File: src/rtl/core_mem_pkg.sv
// -----------------------------------------------------------------------------
// core_mem_pkg
//
// Shared types and default widths for the core's memory-side blocks.
//
// Contents:
//   DEFAULT_ADDR_WIDTH / DEFAULT_DATA_WIDTH - default bus widths (32 bits)
//   arb_state_t   - arbiter state: IDLE, BUSY_INST, BUSY_DATA
//   requester_t   - identifies a requester: REQ_INST, REQ_DATA
//   busy_state_of - maps a requester to the BUSY state that serves it
// -----------------------------------------------------------------------------
package core_mem_pkg;

    localparam int DEFAULT_ADDR_WIDTH = 32;
    localparam int DEFAULT_DATA_WIDTH = 32;

    typedef enum logic [1:0] {
        IDLE      = 2'd0,
        BUSY_INST = 2'd1,
        BUSY_DATA = 2'd2
    } arb_state_t;

    typedef enum logic {
        REQ_INST = 1'b0,
        REQ_DATA = 1'b1
    } requester_t;

    // The state that owns the memory port while serving 'req'.
    function automatic arb_state_t busy_state_of(input requester_t req);
        return (req == REQ_DATA) ? BUSY_DATA : BUSY_INST;
    endfunction

endpackage

File: src/rtl/arb_pick.sv
// -----------------------------------------------------------------------------
// arb_pick
//
// Combinational winner selection between an instruction requester and a
// data requester. Kept separate so later multi-port arbiters can reuse the
// same selection rule.
//
// Parameters:
//   DATA_PRIORITY - 1: data always wins a conflict.
//                   0: round-robin, the requester that was not granted last
//                      wins a conflict.
//
// Ports:
//   inst_valid  in   instruction requester has a pending request
//   data_valid  in   data requester has a pending request
//   last_grant  in   requester that completed the most recent transfer
//   any_valid   out  at least one request is pending
//   winner      out  requester to grant (only meaningful when any_valid)
// -----------------------------------------------------------------------------
module arb_pick
    import core_mem_pkg::*;
#(
    parameter int DATA_PRIORITY = 1
) (
    input  logic       inst_valid,
    input  logic       data_valid,
    input  requester_t last_grant,
    output logic       any_valid,
    output requester_t winner
);

    always_comb begin
        any_valid = inst_valid | data_valid;
        winner    = REQ_INST;
        if (inst_valid && data_valid) begin
            if (DATA_PRIORITY != 0) begin
                winner = REQ_DATA;
            end else begin
                // Conflict under round-robin: hand the port to whoever did
                // not have it last time.
                winner = (last_grant == REQ_INST) ? REQ_DATA : REQ_INST;
            end
        end else if (data_valid) begin
            winner = REQ_DATA;
        end
    end

endmodule

File: src/rtl/mem_port_arbiter.sv
// -----------------------------------------------------------------------------
// mem_port_arbiter
//
// Shares one single-port memory between the instruction fetcher and the
// load/store unit. A request is granted one cycle after its valid is seen in
// IDLE; the grant is then locked until the memory signals ready. Ready and
// read data are forwarded only to the granted requester, in the same cycle
// the memory returns them. Every completed transfer is followed by at least
// one IDLE cycle.
//
// Handshake (all three ports): the requester raises valid with its address
// (and store fields) and holds them stable until ready. Ready is a one-cycle
// pulse that both completes the transfer and marks read data as valid.
// A requester may not withdraw a request; once granted, the transaction
// stays open until the memory's ready. The memory's ready is ignored when no
// request is outstanding.
//
// Optional build macro:
//   MEM_PORT_ARBITER_PERF_EN - adds per-requester wait-cycle counters
//                              (inst_wait_cycles, data_wait_cycles).
//
// Parameters:
//   ADDR_WIDTH    - address width on all ports
//   DATA_WIDTH    - data width, multiple of 8
//   DATA_PRIORITY - 1: data wins conflicts; 0: round-robin on conflicts
//
// Ports:
//   clk, reset                 clock, synchronous active-high reset
//   inst_in_addr/valid         fetch request
//   inst_in_data/ready         fetch read data / completion
//   data_in_addr/wdata/we/wstrb/valid   load/store request
//   data_in_rdata/ready        load read data / completion
//   mem_out_addr/wdata/we/wstrb/valid   memory request
//   mem_out_data/ready         memory read data / completion
//   dbg_state                  current arbiter state, for observation
//   inst_wait_cycles           (PERF_EN) cycles fetch waited for ready
//   data_wait_cycles           (PERF_EN) cycles load/store waited for ready
// -----------------------------------------------------------------------------
module mem_port_arbiter
    import core_mem_pkg::*;
#(
    parameter int ADDR_WIDTH    = DEFAULT_ADDR_WIDTH,
    parameter int DATA_WIDTH    = DEFAULT_DATA_WIDTH,
    parameter int DATA_PRIORITY = 1
) (
    input  logic                    clk,
    input  logic                    reset,

    input  logic [ADDR_WIDTH-1:0]   inst_in_addr,
    input  logic                    inst_in_valid,
    output logic [DATA_WIDTH-1:0]   inst_in_data,
    output logic                    inst_in_ready,

    input  logic [ADDR_WIDTH-1:0]   data_in_addr,
    input  logic [DATA_WIDTH-1:0]   data_in_wdata,
    input  logic                    data_in_we,
    input  logic [DATA_WIDTH/8-1:0] data_in_wstrb,
    input  logic                    data_in_valid,
    output logic [DATA_WIDTH-1:0]   data_in_rdata,
    output logic                    data_in_ready,

    output logic [ADDR_WIDTH-1:0]   mem_out_addr,
    output logic [DATA_WIDTH-1:0]   mem_out_wdata,
    output logic                    mem_out_we,
    output logic [DATA_WIDTH/8-1:0] mem_out_wstrb,
    output logic                    mem_out_valid,
    input  logic [DATA_WIDTH-1:0]   mem_out_data,
    input  logic                    mem_out_ready,

    output arb_state_t              dbg_state
`ifdef MEM_PORT_ARBITER_PERF_EN
    ,
    output logic [31:0]             inst_wait_cycles,
    output logic [31:0]             data_wait_cycles
`endif
);

    // -------------------------------------------------------------------------
    // Arbitration state
    // -------------------------------------------------------------------------
    arb_state_t state_q;
    arb_state_t state_d;
    requester_t last_grant_q;
    requester_t last_grant_d;

    logic       pick_any;
    requester_t pick_winner;

    arb_pick #(
        .DATA_PRIORITY (DATA_PRIORITY)
    ) u_arb_pick (
        .inst_valid (inst_in_valid),
        .data_valid (data_in_valid),
        .last_grant (last_grant_q),
        .any_valid  (pick_any),
        .winner     (pick_winner)
    );

    // State register. last_grant resets to INST so that data wins the very
    // first conflict under round-robin as well.
    always_ff @(posedge clk) begin
        if (reset) begin
            state_q      <= IDLE;
            last_grant_q <= REQ_INST;
        end else begin
            state_q      <= state_d;
            last_grant_q <= last_grant_d;
        end
    end

    // Next-state logic. The grant is only evaluated in IDLE, which is what
    // forces the idle cycle between back-to-back transfers.
    always_comb begin
        state_d      = state_q;
        last_grant_d = last_grant_q;
        case (state_q)
            IDLE: begin
                if (pick_any) begin
                    state_d = busy_state_of(pick_winner);
                end
            end
            BUSY_INST: begin
                if (mem_out_ready) begin
                    state_d      = IDLE;
                    last_grant_d = REQ_INST;
                end
            end
            BUSY_DATA: begin
                if (mem_out_ready) begin
                    state_d      = IDLE;
                    last_grant_d = REQ_DATA;
                end
            end
            default: begin
                state_d = IDLE;
            end
        endcase
    end

    // Output decode. Everything is a function of the registered state plus
    // the live request/response signals, so ready reaches the granted
    // requester in the same cycle the memory returns it. Read-data outputs
    // are forced to zero outside their ready cycle.
    always_comb begin
        mem_out_valid = 1'b0;
        mem_out_addr  = '0;
        mem_out_wdata = '0;
        mem_out_we    = 1'b0;
        mem_out_wstrb = '0;
        inst_in_ready = 1'b0;
        inst_in_data  = '0;
        data_in_ready = 1'b0;
        data_in_rdata = '0;
        case (state_q)
            BUSY_INST: begin
                // Fetches are always reads: store fields stay at zero.
                mem_out_valid = 1'b1;
                mem_out_addr  = inst_in_addr;
                inst_in_ready = mem_out_ready;
                if (mem_out_ready) begin
                    inst_in_data = mem_out_data;
                end
            end
            BUSY_DATA: begin
                mem_out_valid = 1'b1;
                mem_out_addr  = data_in_addr;
                mem_out_wdata = data_in_wdata;
                mem_out_we    = data_in_we;
                mem_out_wstrb = data_in_wstrb;
                data_in_ready = mem_out_ready;
                if (mem_out_ready) begin
                    data_in_rdata = mem_out_data;
                end
            end
            default: begin
            end
        endcase
    end

    assign dbg_state = state_q;

`ifdef MEM_PORT_ARBITER_PERF_EN
    // -------------------------------------------------------------------------
    // Wait-cycle counters: one count per cycle a requester has valid high
    // without ready. They saturate rather than wrap so a long run never
    // reports a misleadingly small figure.
    // -------------------------------------------------------------------------
    localparam logic [31:0] WAIT_MAX = 32'hFFFF_FFFF;

    logic [31:0] inst_wait_q;
    logic [31:0] inst_wait_d;
    logic [31:0] data_wait_q;
    logic [31:0] data_wait_d;

    always_comb begin
        inst_wait_d = inst_wait_q;
        data_wait_d = data_wait_q;
        if (inst_in_valid && !inst_in_ready && (inst_wait_q != WAIT_MAX)) begin
            inst_wait_d = inst_wait_q + 32'd1;
        end
        if (data_in_valid && !data_in_ready && (data_wait_q != WAIT_MAX)) begin
            data_wait_d = data_wait_q + 32'd1;
        end
    end

    always_ff @(posedge clk) begin
        if (reset) begin
            inst_wait_q <= '0;
            data_wait_q <= '0;
        end else begin
            inst_wait_q <= inst_wait_d;
            data_wait_q <= data_wait_d;
        end
    end

    assign inst_wait_cycles = inst_wait_q;
    assign data_wait_cycles = data_wait_q;
`endif

endmodule

File: config.mk
export PLATFORM = sky130hd
export DESIGN_NAME = mem_port_arbiter
export DESIGN_NICKNAME = d
export VERILOG_FILES = /design/src/rtl/core_mem_pkg.sv /design/src/rtl/arb_pick.sv /design/src/rtl/mem_port_arbiter.sv
export SDC_FILE = /design/constraint.sdc
export NUM_CORES = 1
export LEC_CHECK = 0
export ABC_CLOCK_PERIOD_IN_PS = 3710
export CORE_AREA = 10 10 99 101
export CTS_CLUSTER_SIZE = 24
export DETAILED_ROUTE_END_ITERATION = 7
export DIE_AREA = 0 0 109 111
export PLACE_DENSITY = 0.77
export REMOVE_ABC_BUFFERS = 1
export SYNTH_ARGS = -nofsm -noshare
export SYNTH_HDL_FRONTEND = slang
export SYNTH_SLANG_ARGS = --single-unit
File: constraint.sdc
create_clock -name clk -period 3.71 [get_ports clk]
set_clock_uncertainty 0.1 [all_clocks]
set_input_delay 0.5565 -clock clk [delete_from_list [all_inputs] [get_ports clk]]
set_output_delay 0.5565 -clock clk [all_outputs]
set_load 0.02 [all_outputs]
**Yosys cells after proc, flatten, opt, wreduce, memory -nomap -nowiden**

Cells that the tools add are included.

- Equal/unequal tests: 4
- Multiplexer cells: 16
- Bitwise gates (word level): 1
- Reduce and logical (&&, ||, !) cells: 4

Operators with widths:

| kind | number |
|---|---|
| 32-bit two-way mux | 4 |
| 32-bit case mux with 2 select lines | 1 |
| 1-bit two-way mux | 6 |
| 2-bit two-way mux | 3 |
| 4-bit two-way mux | 1 |
| 2-bit case mux with 2 select lines | 1 |
| 2-bit by 1-bit equality test with 1-bit output, second input constant | 1 |
| 2-bit equality test, second input constant | 1 |
| 2-bit logical NOT | 1 |
| 2-bit by 1-bit inequality test with 1-bit output, second input constant | 1 |
| 2-bit inequality test, second input constant | 1 |
| 2-bit AND reduction | 1 |
| 2-bit OR reduction | 1 |
| 1-bit logical AND | 1 |
| 1-bit OR | 1 |

- Flip-flop bits (word level): 2
- Bits of input ports: 138
- Logic and storage cells: 26

**Longest topological paths before layout**

Gate-level depths: netlist (run 1).

- Depth in word-level cells: 5
- Depth in mapped cells: 6
- Depth with buffers taken out: 5

**Modules after synthesis**

Synthesis (run 1) repeated with hierarchy kept, for this count alone.

- Cell total of the unflattened synthesis: 218
- Area, all modules: 1402.6 um^2

Modules (own cells, without submodules):

| module | times used | cells each | area an instance (um^2) |
|---|---|---|---|
| mem_port_arbiter | 1 | 216 | 1392.6 |
| arb_pick | 1 | 2 | 10.0 |

**Least setup slack after synthesis (run 1)**

No wires, ideal clock.

- Path type: reg2out
- From: reg state_q[0], in the netlist dbg_state[0]
- To: out mem_out_addr[10]
- Arrival: 1.650 ns
- Data required time: 3.053 ns
- Path slack: 1.404 ns
- Cell stages (with the launch flop): 5
- Buffers on the path: 1
- Path through: dfxtp_1 -> inv_1 -> ha_1 -> clkbuf_1 -> nor2b_1

- Cells in the longest elaborated chain, start to end: 2
- Elaborated cells on any way between the ends: 3

RTL lines:

| element | line | RTL |
|---|---|---|
| from (decl) | mem_port_arbiter.sv:81 | `arb_state_t state_q;` |
| from (signal assigned) | mem_port_arbiter.sv:106 | `state_q <= state_d;` |
| 2-bit equality test / 2-bit by 1-bit equality test with 1-bit output (equally long branches) | - |  |
| 32-bit case mux with 2 select lines (*) | mem_port_arbiter.sv:154 | `case (state_q)` |
| to (decl) | mem_port_arbiter.sv:62 | `output logic [ADDR_WIDTH-1:0] mem_out_addr,` |

Mark *: on every way between the ends. The rest lies on a longest branch, timed or not.

**Final worst setup path (run 1)**

- From: reg state_q[0], in the netlist dbg_state[0]
- To: out data_in_rdata[26]

- Cells in the longest elaborated chain, start to end: 2

RTL lines:

| element | line | RTL |
|---|---|---|
| 2-bit equality test | - |  |
| 32-bit two-way mux | mem_port_arbiter.sv:154 |  |
| to (decl) | mem_port_arbiter.sv:59 | `output logic [DATA_WIDTH-1:0] data_in_rdata,` |

No other way between the ends.

==> results of run 1 <==
[path summary, 6_finish.rpt]
check	depth (start not counted)	end	slack, ns	start
max	5	data_in_rdata[26]	0.56	dbg_state[0]$_SDFFE_PP0P_
min	2	dbg_state[0]$_SDFFE_PP0P_	0.47	dbg_state[0]$_SDFFE_PP0P_
max reg2reg	5	dbg_state[1]$_SDFFE_PP0P_	1.72	dbg_state[0]$_SDFFE_PP0P_
min reg2reg	2	dbg_state[0]$_SDFFE_PP0P_	0.47	dbg_state[0]$_SDFFE_PP0P_
[cells in the mapped netlist, drive strengths merged]
| cell type | instances |
|---|---|
| or2b | 1 |
| a22oi | 32 |
| a21oi | 2 |
| clkbuf | 8 |
| dfxtp | 2 |
| ha | 4 |
| and3 | 64 |
| buf | 20 |
| a21o | 1 |
| nor2b | 32 |
| a211oi | 1 |
| nand2b | 2 |
| inv | 2 |
| nand3 | 1 |
| and2 | 39 |
[power groups by stage]
stage / clock network [mW] / logic (mW) / registers, mW
5_1_grt: 0.0889 / 0.627 / 0.0269
3_3_place_gp: 0 / 0.587 / 0.0265
2_1_floorplan: 0 / 0.239 / 0.0292
3_5_place_dp: 0 / 0.593 / 0.0267
6_report: 0.0846 / 0.589 / 0.0265
4_1_cts: 0.0869 / 0.596 / 0.0265
[final cells by class]
class,instances,area (µm²),area share
multi-input combinational,179,1190,0.284
timing repair buffer,279,2780,0.663
clock buffer,3,41.3,0.00984
tap,105,131,0.0313
sequential,2,40.0,0.00954
inverter,2,7.51,0.00179
[critical path, cell delays in order, from the launching register on]
cell and delay (ns):
dfxtp_1 0.32, inv_1 0.11, ha_2 0.69, buf_4 0.33
and3_1 0.18, clkdlybuf4s50_1 0.62
[cell families (layout without fill, tap and decap cells)]
group	count (synthesis)	after routing	share of synthesized area
compound gates	36	36	0.186
flops	2	2	0.0281
fa+ha+maj	4	4	0.0351
simple gates	139	139	0.611
buf+inv	30	284	0.139
[layer usage]
| layer | part of all wire | up-vias |
|---|---|---|
| met5 | 0 | - |
| met4 | 0.0030 | 0 |
| met3 | 0.11 | 4 |
| met2 | 0.54 | 139 |
| met1 | 0.34 | 1124 |
| li1 | - | 1255 |
==> results.md, run 1 <==
* Crit-path max FO at 45
* Final setup margin at 0.562 ns
* Aggregate global-route resource usage at 0.154
* Min Tclk post-route at 3.15 ns
* Critical path type: reg2out
* Clk pwr share at 0.121
* Reg power frac at 0.038
* Placed Instances at about 570
* Final setup fails at 0
* Gr busiest metal: met2
* Max IR drop VDD at 0.167 mV
* Top cells by area, synth: and3_1 28%, and2_1 17%, a22oi_1 17%
* Finished Layout Cells at 570
* Nets at 609
* Most common cell after layout, fill and taps aside: clkdlybuf4s50_1
* Routability congestion estimate from global placement at 0.842
* Worst Max-Slew Pin Slew at 0.875 ns
* Antenna viol nets, final at 0
* #FFs+latches synth at 2
* Initial Util at 0.179
* Global-route wire length before repair at 15,000 µm
* Fin. Hold Viols at 0
* Clock transition at path regs at about 0.03 ns
* I/O pins at 276
* # resized after CTS at 0
* P_sw at 280 µW
* Initial antenna violation count at 0
* Critical Path AT at 2.49 ns
* TritonCTS buffer count at 3
* Largest net degree at the start of global routing at 68
* CP Capture Type: primary output
* Fin Setup TNS at 0 ns
* Combinational share of power at 0.841
* Post-Synthesis Cells at 211
* Switch share at 0.399
* Maximum clock frequency at 0.318 GHz
* Overall Power at approximately 700 µW
* Largest register FFs at 2
* Placement Cell Area at 4150 µm²
* Sequential fraction of the synthesis area at 0.0281
* Final hold slack at between 0.4 and 0.5 ns
* Total of max-cap violations at 0
* Final Max Tran Viols at 0
* Iteration-0 DRC Markers at slightly below 90
* Yosys cell types at 19
* Status: complete, no violations
* Post-route DRC at 0
* Fin util at 0.526
* Final instance area at 4200 µm²
* Dpl ws at 0.751 ns
* Final worst-path cycle share at 0.849
* Routed length per instance at 18.5 µm
* Layout fillers at 734
* Met1 Usage GRT at 0.148
* Row count at 33
* Met2 usage at 0.306
* Lkg Pwr at 1.68 nW
* # hold bufs at CTS at 0
* Synth Cell Area at about 1400 µm²
* Vias in the first global route at between 2k and 3k
* Total Wirelength at 10,600 µm
* Root buf cell: clkbuf_8
* Hpwl dp at 9120 µm
* Total overflow reported by the global router at 0
* Slew HR at 0.416
* Cell taking the most area after synthesis: and3_1
* Share of cells above drive strength 1 at 0.0215
* Setup bufs post-CTS at 0
* CTS tree: yes
* Worst skew pair latency at approximately 0.21 ns
* Drt pass-1 iters at 4
* H-tree levels at 1
* Die Span X at 109 µm
* Layout area overhead at 194%
* Die height at roughly 110 µm
* Mean area per synthesized cell at 6.76 µm²
* Clk sinks at 2
* Drt via density at approximately 4.4
* Die area at roughly 12,000 µm²
* Setup repair after global routing missed its margin: no
* Max clock buf depth at 2
* Commonest cells after routing, fill and taps aside: 275 x clkdlybuf4s50_1, 64 x and3_1, 39 x and2_1
* Critical Path Start Type: flop
* Met3 usage at 0.0552
* Post-synth top area share at 0.281
* Antenna Cells at 0
* Via count at around 2.5k
* Syn. warnings at 0
* P_int at about 420 µW
* Core footprint at around 8000 µm²
* Power density cells at 167 nW/µm²
* Worst Path Required at between 3 and 4 ns
* I/O Buffers at around 280
* Min-Delay Path Class: reg2reg
(Power assumes the default switching activity.)
==> run 2, diff against run 1 <==
--- a/config.mk
+++ b/config.mk
@@ -5,12 +5,12 @@
 export SDC_FILE = /design/constraint.sdc
 export NUM_CORES = 1
 export LEC_CHECK = 0
-export ABC_CLOCK_PERIOD_IN_PS = 3710
-export CORE_AREA = 10 10 99 101
+export ABC_CLOCK_PERIOD_IN_PS = 3200
+export CORE_AREA = 10 10 98 100
 export CTS_CLUSTER_SIZE = 24
 export DETAILED_ROUTE_END_ITERATION = 7
-export DIE_AREA = 0 0 109 111
-export PLACE_DENSITY = 0.77
+export DIE_AREA = 0 0 108 110
+export PLACE_DENSITY = 0.79
 export REMOVE_ABC_BUFFERS = 1
 export SYNTH_ARGS = -nofsm -noshare
 export SYNTH_HDL_FRONTEND = slang
==> constraint.sdc (replaced) <==
create_clock -name clk -period 3.2 [get_ports clk]
set_clock_uncertainty 0.1 [all_clocks]
set_input_delay 0.48 -clock clk [delete_from_list [all_inputs] [get_ports clk]]
set_output_delay 0.48 -clock clk [all_outputs]
set_load 0.02 [all_outputs]
==> results.md, run 2 (same netlist as run 1, synthesis figures left out) <==
* CP top delay family: buffers and inverters (unchanged)
* Drt via density at 4.41 (was 4.42)
* Most common cell after layout, fill and taps aside: clkdlybuf4s50_1 (unchanged)
* I/O pins at 276 (unchanged)
* Worst Hold Path EP: dbg_state[0]$_SDFFE_PP0P_ (unchanged)
* Maximum clock frequency at 0.352 GHz
* Global-route wire length before repair at 15,300 µm (was 15,000 µm)
* CP Capture Type: primary output (unchanged)
* Lkg Pwr at 1.70 nW (was 1.68 nW)
* Worst Path Required at 2.62 ns (was 3.05 ns)
* P_sw at 331 µW (was 280 µW)
* Commonest cells after routing, fill and taps aside: 275 x clkdlybuf4s50_1, 64 x and3_1, 39 x and2_1 (unchanged)
* CP max stage cell: clkdlybuf4s50_1 (was ha_2)
* Min Tclk post-route at 2.84 ns
* H-tree levels at 1 (unchanged)
* Hold Crit Depth at 2 (unchanged)
* Share of cells above drive strength 1 at 0.0236 (was 0.0215)
* Total Wirelength at 11,200 µm (was 10,600 µm)
* Critical path type: reg2out (unchanged)
* Antenna viol nets, final at 0 (unchanged)
* R2r setup slk at 1.54 ns (was 1.72 ns)
* Row count at 32 (was 33)
* P_int at 495 µW (was 421 µW)
* Clk pwr share at 0.119 (was 0.121)
* Die area at 11,900 µm² (was 12,100 µm²)
* Clk sinks at 2 (unchanged)
* Drt pass-1 iters at 4 (unchanged)
* Critical Path Start Type: flop (unchanged)
* Die Span X at 108 µm (was 109 µm)
* Overall Power at 826 µW (was 701 µW)
* Setup repair after global routing missed its margin: no (unchanged)
* Antenna Cells at 0 (unchanged)
* Routability congestion estimate from global placement at 0.839 (was 0.842)
* Post-route DRC at 0 (unchanged)
* # resized after CTS at 0 (unchanged)
* Worst skew pair latency at 0.21 ns (about the same)
* Status: complete, no violations (unchanged)
* Combinational share of power at 0.844 (was 0.841)
* Core footprint at 7650 µm² (was 7970 µm²)
* Reg power frac at 0.037 (was 0.038)
* Total of max-cap violations at 0 (unchanged)
* Setup bufs post-CTS at 0 (unchanged)
* Final worst-path cycle share at 0.887
* Root buf cell: clkbuf_8 (unchanged)
* Initial Util at 0.187 (was 0.179)
* CP peak stage delay at 0.66 ns (was 0.69 ns)
* Hpwl dp at 9490 µm (was 9120 µm)
* Initial antenna violation count at 0 (unchanged)
* Aggregate global-route resource usage at 0.162 (was 0.154)
* Max clock buf depth at 2 (unchanged)
* # hold bufs at CTS at 0 (unchanged)
* Nets at 610 (was 609)
* Clock transition at path regs at 0.03 ns (about the same)
* Switch share at 0.400 (was 0.399)
* Min-Delay Path Class: reg2reg (unchanged)
* Worst path cell trace: inv_1, ha_2, buf_12, a22oi_1, nor2b_1, clkdlybuf4s50_1 (was inv_1, ha_2, buf_4, and3_1, clkdlybuf4s50_1)
* Worst Max-Slew Pin Slew at 0.383 ns (was 0.875 ns)
* Buffers and inverters on the worst path at 3 (unchanged)
* Fin. Hold Viols at 0 (unchanged)
* Total overflow reported by the global router at 0 (unchanged)
* TritonCTS buffer count at 3 (unchanged)
* Worst R2R Start: dbg_state[0]$_SDFFE_PP0P_ (unchanged)
* Iteration-0 DRC Markers at 106 (was 87)
* Layout area overhead at 197% (was 194%)
* Critical Path AT at 2.26 ns (was 2.49 ns)
* Largest register FFs at 2 (unchanged)
* Max IR drop VDD at 0.116 mV (was 0.167 mV)
* Die height at 110 µm (was 111 µm)
* Fin Setup TNS at 0 ns (unchanged)
* Final Max Tran Viols at 0 (unchanged)
* R2R depth at 6 (was 5)
* Slew HR at 0.744 (was 0.416)
* Worst Hold Launch: dbg_state[0]$_SDFFE_PP0P_ (unchanged)
* I/O Buffers at 275 (unchanged)
* Routed length per instance at 19.7 µm (was 18.5 µm)
* CTS tree: yes (unchanged)
* Final setup fails at 0 (unchanged)
* Vias in the first global route at 2,482 (was 2,540)
* R2r endpoint: dbg_state[1]$_SDFFE_PP0P_ (unchanged)
* Power density cells at 195 nW/µm² (was 167 nW/µm²)
* Crit-path max FO at 42 (was 45)
* Via count at 2,506 (was 2,522)
* Largest net degree at the start of global routing at 68 (unchanged)
==> run 2: power groups by stage <==
stage	Combinational (mW)	Clock (mW)	Sequential, mW
floorplan	0.278	0	0.0338
global placement	0.692	0	0.0309
detailed placement	0.699	0	0.0313
CTS	0.702	0.102	0.0309
global route	0.739	0.107	0.0314
finish	0.697	0.0980	0.0308
==> run 2: metal layers <==
layer	track usage	vias to the layer above	wire length, µm
li1	-	1251	-
met1	0.171	1119	4140
met2	0.314	132	5990
met3	0.0505	4	994
met4	0.0219	0	53
met5	0	-	0
==> run 2: worst max path at each step <==
stage / to / start / depth (start not counted) / slack [ns]
after floorplan: mem_out_addr[0] / dbg_state[1]$_SDFFE_PP0P_ / 3 / 0.56
after global placement: data_in_rdata[1] / mem_out_ready / 4 / 0.59
after detailed placement: data_in_rdata[23] / mem_out_ready / 4 / 0.56
after CTS: mem_out_addr[4] / dbg_state[0]$_SDFFE_PP0P_ / 6 / 0.34
after global routing: mem_out_addr[29] / dbg_state[0]$_SDFFE_PP0P_ / 6 / 0.21
final: mem_out_addr[4] / dbg_state[0]$_SDFFE_PP0P_ / 6 / 0.36
==> run 2: layout make-up <==
cell class	instances	area [µm²]
Clock buffer	3	41.3
Fill cell	713	3410
Inverter	2	7.51
Multi-Input combinational cell	179	1190
Sequential cell	2	40.0
Tap cell	102	128
Timing Repair Buffer	280	2830
==> run 2: tightest hold or removal path, stage by stage (launching register included) <==
cell and delay, ns:
dfxtp_1 0.33, a21oi_1 0.12, a211oi_1 0.06
==> run 2: per-stage QoR <==
| step | instances | setup WS, ns | instance area, µm² | util | hold slack, ns |
|---|---|---|---|---|---|
| 3_5_place_dp | 565 | 0.563 | 4200 | 0.549 | 0.470 |
| 5_1_grt | 568 | 0.214 | 4240 | 0.554 | 0.500 |
| 6_report | 568 | 0.360 | 4240 | 0.554 | 0.464 |
| 3_3_place_gp | 565 | 0.591 | 4200 | 0.549 | 0.451 |
| 2_1_floorplan | 183 | 0.564 | 1230 | - | 0.449 |
| 4_1_cts | 568 | 0.340 | 4240 | 0.554 | 0.472 |
==> run 3, diff against run 2 <==
--- a/config.mk
+++ b/config.mk
@@ -11,7 +11,8 @@
 export DETAILED_ROUTE_END_ITERATION = 7
 export DIE_AREA = 0 0 108 110
 export PLACE_DENSITY = 0.79
-export REMOVE_ABC_BUFFERS = 1
+export SETUP_SLACK_MARGIN = 0.2
+export SKIP_LAST_GASP = 1
 export SYNTH_ARGS = -nofsm -noshare
 export SYNTH_HDL_FRONTEND = slang
 export SYNTH_SLANG_ARGS = --single-unit
==> results.md, run 3 (same netlist as run 1, synthesis figures left out) <==
* CP peak stage delay at 0.64 ns (was 0.66 ns)
* Share of cells above drive strength 1 at 0.0278 (was 0.0236)
* Vias in the first global route at 2,543 (was 2,482)
* Min Tclk post-route at 2.73 ns (was 2.84 ns)
* Maximum clock frequency at 0.367 GHz (was 0.352 GHz)
* Fin Setup TNS at 0 ns (unchanged)
* Total overflow reported by the global router at 0 (unchanged)
* Initial Util at 0.187 (unchanged)
* Worst Path Required at 2.62 ns (about the same)
* Row count at 32 (unchanged)
* Final worst-path cycle share at 0.852 (was 0.887)
* Total of max-cap violations at 0 (unchanged)
* CTS tree: yes (unchanged)
* Post-route DRC at 0 (unchanged)
* Drt pass-1 iters at 4 (unchanged)
* Crit-path max FO at 33 (was 42)
* Syn nets at 353
* Area of the multi-input gates at 1190 µm² (unchanged)
* CP max stage cell: clkdlybuf4s50_1 (unchanged)
* Final Max Tran Viols at 0 (unchanged)
* Worst skew pair latency at 0.21 ns (about the same)
* Aggregate global-route resource usage at 0.168 (was 0.162)
* Largest net degree at the start of global routing at 68 (unchanged)
* CP Capture Type: primary output (unchanged)
* Clock transition at path regs at 0.03 ns (about the same)
* Die area at 11,900 µm² (unchanged)
* Via count at 2,552 (was 2,506)
* Total Wirelength at 11,200 µm (about the same)
* Most common cell after layout, fill and taps aside: clkdlybuf4s50_1 (unchanged)
* Reg area at 40.0 µm² (unchanged)
* Hpwl dp at 9620 µm (was 9490 µm)
* Lkg Pwr at 1.70 nW (about the same)
* Global-route wire length before repair at 15,700 µm (was 15,300 µm)
* Initial antenna violation count at 0 (unchanged)
* Worst path cell trace: inv_1, ha_1, buf_4, nor2b_1, clkdlybuf4s50_1 (was inv_1, ha_2, buf_12, a22oi_1, nor2b_1, clkdlybuf4s50_1)
* WP depth at 5 (was 6)
* Power density cells at 196 nW/µm² (was 195 nW/µm²)
* Max clock buf depth at 2 (unchanged)
* Critical Path AT at 2.15 ns (was 2.26 ns)
* Clk sinks at 2 (unchanged)
* Layout fillers at 668 (was 713)
* Fin. Hold Viols at 0 (unchanged)
* H-tree levels at 1 (unchanged)
* Status: complete, no violations (unchanged)
* Core footprint at 7650 µm² (unchanged)
* Antenna Cells at 0 (unchanged)
* Worst Max-Slew Pin Slew at 0.356 ns (was 0.383 ns)
* CP top delay family: buffers and inverters (unchanged)
* Hold Crit Depth at 2 (unchanged)
* TritonCTS buffer count at 3 (unchanged)
* Drt via density at 4.48 (was 4.41)
* Final setup margin at 0.473 ns (was 0.360 ns)
* Setup bufs post-CTS at 0 (unchanged)
* Final setup fails at 0 (unchanged)
* Routed length per instance at 19.7 µm (about the same)
* Die Span X at 108 µm (unchanged)
* Critical Path Start Type: flop (unchanged)
* Dpl ws at 0.541 ns (was 0.563 ns)
* Nets at 612 (was 610)
* Root buf cell: clkbuf_8 (unchanged)
* # hold bufs at CTS at 0 (unchanged)
* # resized after CTS at 0 (unchanged)
* Critical path type: reg2out (unchanged)
* R2R depth at 5 (was 6)
* Iteration-0 DRC Markers at 99 (was 106)
* I/O pins at 276 (unchanged)
* Commonest cells after routing, fill and taps aside: 275 x clkdlybuf4s50_1, 64 x and3_1, 39 x and2_1 (unchanged)
* Die height at 110 µm (unchanged)
* Min-Delay Path Class: reg2reg (unchanged)
* Layout area overhead at 196% (was 197%)
* Routability congestion estimate from global placement at 0.939 (was 0.839)
* Antenna viol nets, final at 0 (unchanged)
* Setup repair after global routing missed its margin: no (unchanged)
* Slew HR at 0.762 (was 0.744)
* I/O Buffers at 275 (unchanged)
* Buffers and inverters on the worst path at 3 (unchanged)
* Largest register FFs at 2 (unchanged)
* Max IR drop VDD at 0.171 mV (was 0.116 mV)
run 3: final timing paths:
path	slack, ns	to	startpoint
setup / recovery	0.47	mem_out_addr[25]	dbg_state[0]$_SDFFE_PP0P_
hold / removal	0.49	dbg_state[0]$_SDFFE_PP0P_	dbg_state[0]$_SDFFE_PP0P_
setup reg to reg	1.80	dbg_state[0]$_SDFFE_PP0P_	dbg_state[0]$_SDFFE_PP0P_
hold reg to reg	0.49	dbg_state[0]$_SDFFE_PP0P_	dbg_state[0]$_SDFFE_PP0P_
run 3: worst min-delay path: cells and delay by family (launching register included):
family / cells / cell delay, ns
DFF: 1 / 0.33
AOI/OAI and AO/OA: 2 / 0.20
run 3: report_power, final:
part / internal [mW] / switching (mW)
clock network: 0.0797 / 0.0214
logic: 0.384 / 0.314
registers: 0.0279 / 0.00278
run 3: per-layer routing:
metal	up-vias	GRT usage	routed length (µm)	share of wire
met4	0	0.0200	42	0.0037
li1	1255	-	-	-
met2	144	0.306	5690	0.51
met5	-	0	0	0
met1	1148	0.192	4410	0.39
met3	5	0.0528	1060	0.095
run 3: cell type report:
cell class | count | share of cell area
Timing Repair Buffer | 282 | 0.667
Multi-Input combinational cell | 179 | 0.282
Tap cell | 102 | 0.0302
Clock buffer | 3 | 0.00977
Sequential cell | 2 | 0.00947
Inverter | 2 | 0.00178
run 3: stage by stage:
stage / util / std cells / hold WS, ns / instance area, µm² / power [mW]
3_5_place_dp: 0.547 / 567 / 0.480 / 4190 / 0.731
3_3_place_gp: 0.547 / 567 / 0.442 / 4190 / 0.721
5_1_grt: 0.553 / 570 / 0.555 / 4230 / 0.881
6_report: 0.553 / 570 / 0.486 / 4230 / 0.829
4_1_cts: 0.553 / 570 / 0.506 / 4230 / 0.837
2_1_floorplan: - / 211 / 0.449 / 1430 / 0.358
